File: config.mk
export PLATFORM = sky130hd
export DESIGN_NAME = msk_mc_column_sched
export DESIGN_NICKNAME = d
export VERILOG_FILES = /design/src/rtl/msk_mc_column_sched.sv
export SDC_FILE = /design/constraint.sdc
export NUM_CORES = 1
export LEC_CHECK = 0
export ABC_AREA = 1
export CELL_PAD_IN_SITES_DETAIL_PLACEMENT = 0
export CELL_PAD_IN_SITES_GLOBAL_PLACEMENT = 1
export CORE_UTILIZATION = 29
export DETAILED_ROUTE_END_ITERATION = 8
export GPL_ROUTABILITY_DRIVEN = 0
export PLACE_DENSITY = 0.77
export SYNTH_ARGS = -nofsm -noshare
export SYNTH_HDL_FRONTEND = slang
export SYNTH_HIERARCHICAL = 1
export SYNTH_SLANG_ARGS = --single-unit
File: constraint.sdc
create_clock -name clk -period 2.2 [get_ports clk]
set_input_delay 0.44 -clock clk [delete_from_list [all_inputs] [get_ports clk]]
set_output_delay 0.44 -clock clk [all_outputs]
set_load 0.01 [all_outputs]
File: src/rtl/msk_mc_column_sched.sv
// Column-serial masked MixColumns sequencer: one column per cycle through a single share-wise MC core.
// Define MSKMC_SCHED_CLEAR_EN to wipe the state register after an output handoff with no follow-on accept.

module msk_mc_core #(
  parameter int d = 2
) (
  input  logic [8*d-1:0] a0,
  input  logic [8*d-1:0] a1,
  input  logic [8*d-1:0] a2,
  input  logic [8*d-1:0] a3,
  output logic [8*d-1:0] b0,
  output logic [8*d-1:0] b1,
  output logic [8*d-1:0] b2,
  output logic [8*d-1:0] b3
);

  function automatic logic [7:0] xt(input logic [7:0] x);
    return {x[6:0], 1'b0} ^ (x[7] ? 8'h1b : 8'h00);
  endfunction

  // MixColumns is GF(2)-linear, so each share lane is transformed on its own.
  for (genvar i = 0; i < d; i++) begin : g_share
    logic [7:0] s0, s1, s2, s3;
    logic [7:0] r0, r1, r2, r3;

    for (genvar j = 0; j < 8; j++) begin : g_bit
      assign s0[j] = a0[d*j+i];
      assign s1[j] = a1[d*j+i];
      assign s2[j] = a2[d*j+i];
      assign s3[j] = a3[d*j+i];
      assign b0[d*j+i] = r0[j];
      assign b1[d*j+i] = r1[j];
      assign b2[d*j+i] = r2[j];
      assign b3[d*j+i] = r3[j];
    end

    assign r0 = xt(s0) ^ xt(s1) ^ s1 ^ s2 ^ s3;
    assign r1 = s0 ^ xt(s1) ^ xt(s2) ^ s2 ^ s3;
    assign r2 = s0 ^ s1 ^ xt(s2) ^ xt(s3) ^ s3;
    assign r3 = xt(s0) ^ s0 ^ s1 ^ s2 ^ xt(s3);
  end

endmodule

module msk_mc_column_sched #(
  parameter int d = 2
) (
  input  logic             clk,
  input  logic             rst,
  input  logic             in_valid,
  output logic             in_ready,
  input  logic             in_last,
  input  logic [128*d-1:0] in_state,
  output logic             out_valid,
  input  logic             out_ready,
  output logic [128*d-1:0] out_state,
  output logic             busy
);

  localparam int CW = 32*d;
  localparam int BW = 8*d;

  typedef enum logic [1:0] {IDLE, RUN, DONE} state_t;

  state_t           fsm;
  logic [1:0]       cnt;
  logic             last;
  logic [128*d-1:0] st;
  logic [128*d-1:0] st_mc;
  logic [CW-1:0]    col_in;
  logic [CW-1:0]    col_out;
  logic [BW-1:0]    b0, b1, b2, b3;

  always_comb begin
    col_in = st[0 +: CW];
    case (cnt)
      2'd0: col_in = st[0*CW +: CW];
      2'd1: col_in = st[1*CW +: CW];
      2'd2: col_in = st[2*CW +: CW];
      2'd3: col_in = st[3*CW +: CW];
      default: col_in = st[0 +: CW];
    endcase
  end

  msk_mc_core #(.d(d)) u_mc (
    .a0(col_in[0*BW +: BW]),
    .a1(col_in[1*BW +: BW]),
    .a2(col_in[2*BW +: BW]),
    .a3(col_in[3*BW +: BW]),
    .b0(b0),
    .b1(b1),
    .b2(b2),
    .b3(b3)
  );

  // Last round: the column is written back untouched so timing matches the MC path.
  assign col_out = last ? col_in : {b3, b2, b1, b0};

  always_comb begin
    st_mc = st;
    case (cnt)
      2'd0: st_mc[0*CW +: CW] = col_out;
      2'd1: st_mc[1*CW +: CW] = col_out;
      2'd2: st_mc[2*CW +: CW] = col_out;
      2'd3: st_mc[3*CW +: CW] = col_out;
      default: st_mc = st;
    endcase
  end

  assign in_ready  = (fsm == IDLE) || ((fsm == DONE) && out_ready);
  assign out_state = st;

  always_ff @(posedge clk) begin
    if (rst) begin
      fsm       <= IDLE;
      cnt       <= 2'd0;
      last      <= 1'b0;
      st        <= '0;
      out_valid <= 1'b0;
      busy      <= 1'b0;
    end else begin
      case (fsm)
        IDLE: begin
          if (in_valid) begin
            st   <= in_state;
            last <= in_last;
            cnt  <= 2'd0;
            busy <= 1'b1;
            fsm  <= RUN;
          end
        end
        RUN: begin
          st  <= st_mc;
          cnt <= cnt + 2'd1;
          if (cnt == 2'd3) begin
            out_valid <= 1'b1;
            fsm       <= DONE;
          end
        end
        DONE: begin
          if (out_ready) begin
            out_valid <= 1'b0;
            if (in_valid) begin
              st   <= in_state;
              last <= in_last;
              cnt  <= 2'd0;
              fsm  <= RUN;
            end else begin
              busy <= 1'b0;
              fsm  <= IDLE;
`ifdef MSKMC_SCHED_CLEAR_EN
              st   <= '0;
`endif
            end
          end
        end
        default: begin
          fsm       <= IDLE;
          out_valid <= 1'b0;
          busy      <= 1'b0;
        end
      endcase
    end
  end

endmodule

==> results by group, run 1 <==
Run status
  – Status: complete, but fails checks
  – Failing checks: negative setup slack

CTS
  – CTS tree: built
  – Clock Path Buffers: 3
  – Cts bufs inserted: 34
  – Depth of the CTS H-tree: 2
  – Sinks on Clock Net: 263
  – Worst-Skew Late Latency: 550 ps
  – Clock Pin Slew Worst Setup and Hold Paths: 60 ps
  – Root Buffer: clkbuf_16

Route
  – Vias per cell: 4.51
  – Post-route ant nets: 0
  – WL per Instance: 16.2 µm
  – Via count: 25300
  – DR iter-0 viols: 1548
  – First-pass DRT Iterations: 5
  – DRC Markers: 0
  – WL final: 90900 µm

Placement
  – Port Buffer Count: 519
  – Post-DP Area: 29300 µm²
  – DP Cell Count: 5517
  – Detail Placement HPWL: 70600 µm

Critical path
  – FF-to-FF setup slack: -530 ps
  – CP max stage cell: dfxtp_2
  – RR Startpoint: cnt[1]
  – Crit Path Max Fanout: 7
  – R2r endpoint: out_state[116]
  – Critical-path cell list: buf_6 -> ha_4 -> buf_12 -> buf_12 -> nand2_1 -> nand3_1 -> nand2_2 -> nand2_4 -> buf_4 -> xnor2_2 -> buf_4 -> inv_1 -> xor2_1 -> nor2_1 -> nor2_1 -> nand2_2 -> a21oi_1
  – Crit path largest cell delay: 320 ps
  – Kind of critical path: reg -> reg
  – Critical path's top delay family: buffers and inverters
  – CP Data Arrival Time: 3190 ps
  – CP bufs+invs: 6
  – FF-to-FF path depth: 17
  – Startpoint types: flop
  – Worst setup endpoint: out_state[116]
  – WP data required: 2660 ps
  – Critical path capture point type: flop
  – Worst setup startpoint: cnt[1]
  – Worst path depth: 17

Synth
  – Mean Syn Cell Area: 5.22 µm²
  – Synthesized flop and latch total: 263
  – Post-synthesis cell area: 20100 µm²
  – Syn Inst Count: 3850
  – Post-Syn Nets: 4116
  – Sequential area share after synthesis: 26.2%
  – Top cell type's share of synthesized area: 28.8%
  – Synth area leaders: nand2_1 (29%), dfxtp_1 (26%), nor2_1 (12%)
  – Yosys warns: 6
  – Yosys top cell by area: nand2_1
  – Synth cell types: 28

Timing
  – Setup Viol. Count Final: 257
  – RSZ-0062 raised after global routing: true
  – Final WS setup: -527 ps
  – Clk_skew: 20.6 ps
  – Final hold vios: 0
  – Max_slew headroom: 66.8%
  – Fmax: 367 MHz
  – Worst Tran Pin Value: 498 ps
  – Tcrit/Tclk final: 124%
  – Final min period: 2730 ps
  – Count of pins over their slew limit: 0

Final layout
  – Post-Route Utilization: 46.7%
  – Non-Filler Instances: 5620
  – Most common cell after layout, fill and taps aside: nand2_1
  – Layout cells sized above 1: 17.7%
  – # nets final: 4931
  – Design Area, Final: 32000 µm²
  – Area growth from synthesis to layout: 59.2%
  – Most frequent cells in the layout: nand2_1 (1364), nor2_1 (634), inv_1 (581), clkdlybuf4s50_1 (519), buf_4 (369)

GRT
  – Initial antenna violation count: 2
  – Largest net degree at the start of global routing: 92
  – Vias in the first global route: 24200
  – First-pass GRT wire length: 137000 µm
  – Gr usage total: 25.0%
  – Grt ovf: 0

Die
  – Core area: 68600 µm²
  – Ports: 520
  – Row cnt: 96
  – DIE HEIGHT: 265 µm
  – Die span in x: 265 µm
  – Die area: 70400 µm²
  – Starting Density: 29.3%

Pwr
  – Power Total: 23.4 mW
  – Sw Ratio: 40.6%
  – Psw: 9.48 mW
  – Comb pwr share: 50.6%
  – Clk pwr share: 23.8%
  – PD cells: 731 nW/µm²
  – Lkg Pwr: 16.5 nW
  – Seq pwr share: 25.5%
  – Maximum VDD drop: 0.000407 V
  – Int Pwr: 13.9 mW

Worst hold path
  – Hold WC Path Type: reg -> reg

Flow run
  – Max-Cap Viols: 0
==> worst min-delay path by stage <==
stage / slack (ps) / endpoint / depth (start not counted) / startpoint
finish: 490 / out_valid / 2 / out_valid
global route: 540 / out_valid / 2 / out_valid
CTS: 490 / out_valid / 2 / out_valid
detailed placement: 480 / out_valid / 2 / out_valid
global placement: 480 / out_valid / 2 / out_valid
floorplan: 470 / cnt[1] / 2 / cnt[1]
==> layer usage <==
metal / routed length (µm) / global-route usage [%]
met5: 0 / 0
met4: 3210 / 9.22
met3: 4860 / 3.27
met2: 43400 / 43.0
met1: 39500 / 31.8
==> through the flow <==
stage	worst slack, ps	TNS [ps]	hold WS, ps
2_1_floorplan	-0.796	-4.26	466
5_1_grt	-646	-138880	537
6_report	-527	-94960	487
4_1_cts	-498	-99890	494
3_3_place_gp	-734	-129840	482
3_5_place_dp	-758	-140940	479
==> repair_timing <==
item                                    in CTS  in global routing
gates resized for setup                    240                121
gates cloned                                 5                  1
setup buffers                               28                 12
endpoints found under the setup margin     257                257
pin swaps                                   73                 47
hold buffers                                 0                  0
==> final cells by class <==
cell class	instances	area, µm²
diodes	2	5.00
clock buffers	53	1060
clock inverters	5	36.3
fillers	7270	36600
inverters	622	2370
multi-input cells	2773	12600
flip-flops and latches	263	5270
well taps	931	1160
repair buffers	971	9480
==> power groups by stage <==
stage / clock network [mW] / registers, mW / logic (mW)
finish: 5.57 / 5.97 / 11.8
global route: 5.87 / 6.03 / 13.0
CTS: 5.70 / 5.96 / 11.6
detailed placement: 0 / 6.05 / 11.0
global placement: 0 / 6.08 / 10.9
floorplan: 0 / 6.20 / 5.26
==> synth_stat cells <==
| cell | n |
|---|---|
| inv_4 | 1 |
| buf_1 | 23 |
| nand2_2 | 7 |
| clkbuf_1 | 46 |
| xor2_1 | 41 |
| xor2_2 | 2 |
| nand2_1 | 1540 |
| or2_1 | 3 |
| a221oi_1 | 1 |
| inv_1 | 603 |
| inv_2 | 17 |
| clkbuf_2 | 2 |
| nor2_1 | 657 |
| o21ai_0 | 5 |
| nand4_1 | 5 |
| buf_4 | 30 |
| ha_1 | 5 |
| o21ai_1 | 1 |
| buf_2 | 76 |
| nand3b_1 | 1 |
| nor2_4 | 1 |
| clkinv_1 | 1 |
| or2_0 | 2 |
| xnor2_1 | 22 |
| dfxtp_1 | 263 |
| a21oi_1 | 262 |
| buf_6 | 15 |
| nand3_1 | 218 |
==> kinds of logic after synthesis <==
logic type               count (synthesis)  share of synthesized area [%]
AO/OA/AOI/OAI                          269                           6.71
XOR/XNOR                                65                           2.91
adder cells (fa/ha/maj)                  5                          0.311
flip-flops                             263                           26.2
AND/OR/NAND/NOR                       2434                           47.1
buffers and inverters                  814                           16.8
==> worst reg2reg max path, stage by stage (launching register included) <==
cell     delay [ps]
dfxtp_2         320
buf_6           120
ha_4            190
buf_12          170
buf_12          140
nand2_1          60
nand3_1         140
nand2_2         130
nand2_4          80
buf_4           150
xnor2_2         150
buf_4           160
inv_1            60
xor2_1          210
nor2_1           70
nor2_1          130
nand2_2         160
a21oi_1         180
==> registers in the layout, summed over array words and instances, names as in the netlist <==
register	cells
busy	1
cnt	2
fsm	2
last	1
out_state	256
out_valid	1
Power figures use the tool's default switching activity.
==> run 2, diff against run 1 <==
--- a/config.mk
+++ b/config.mk
@@ -12,6 +12,7 @@
 export DETAILED_ROUTE_END_ITERATION = 8
 export GPL_ROUTABILITY_DRIVEN = 0
 export PLACE_DENSITY = 0.77
+export SLEW_MARGIN = 20
 export SYNTH_ARGS = -nofsm -noshare
 export SYNTH_HDL_FRONTEND = slang
 export SYNTH_HIERARCHICAL = 1
==> results of run 2 <==
Same layout as run 1: the final DEF is identical, and so are final timing and power.
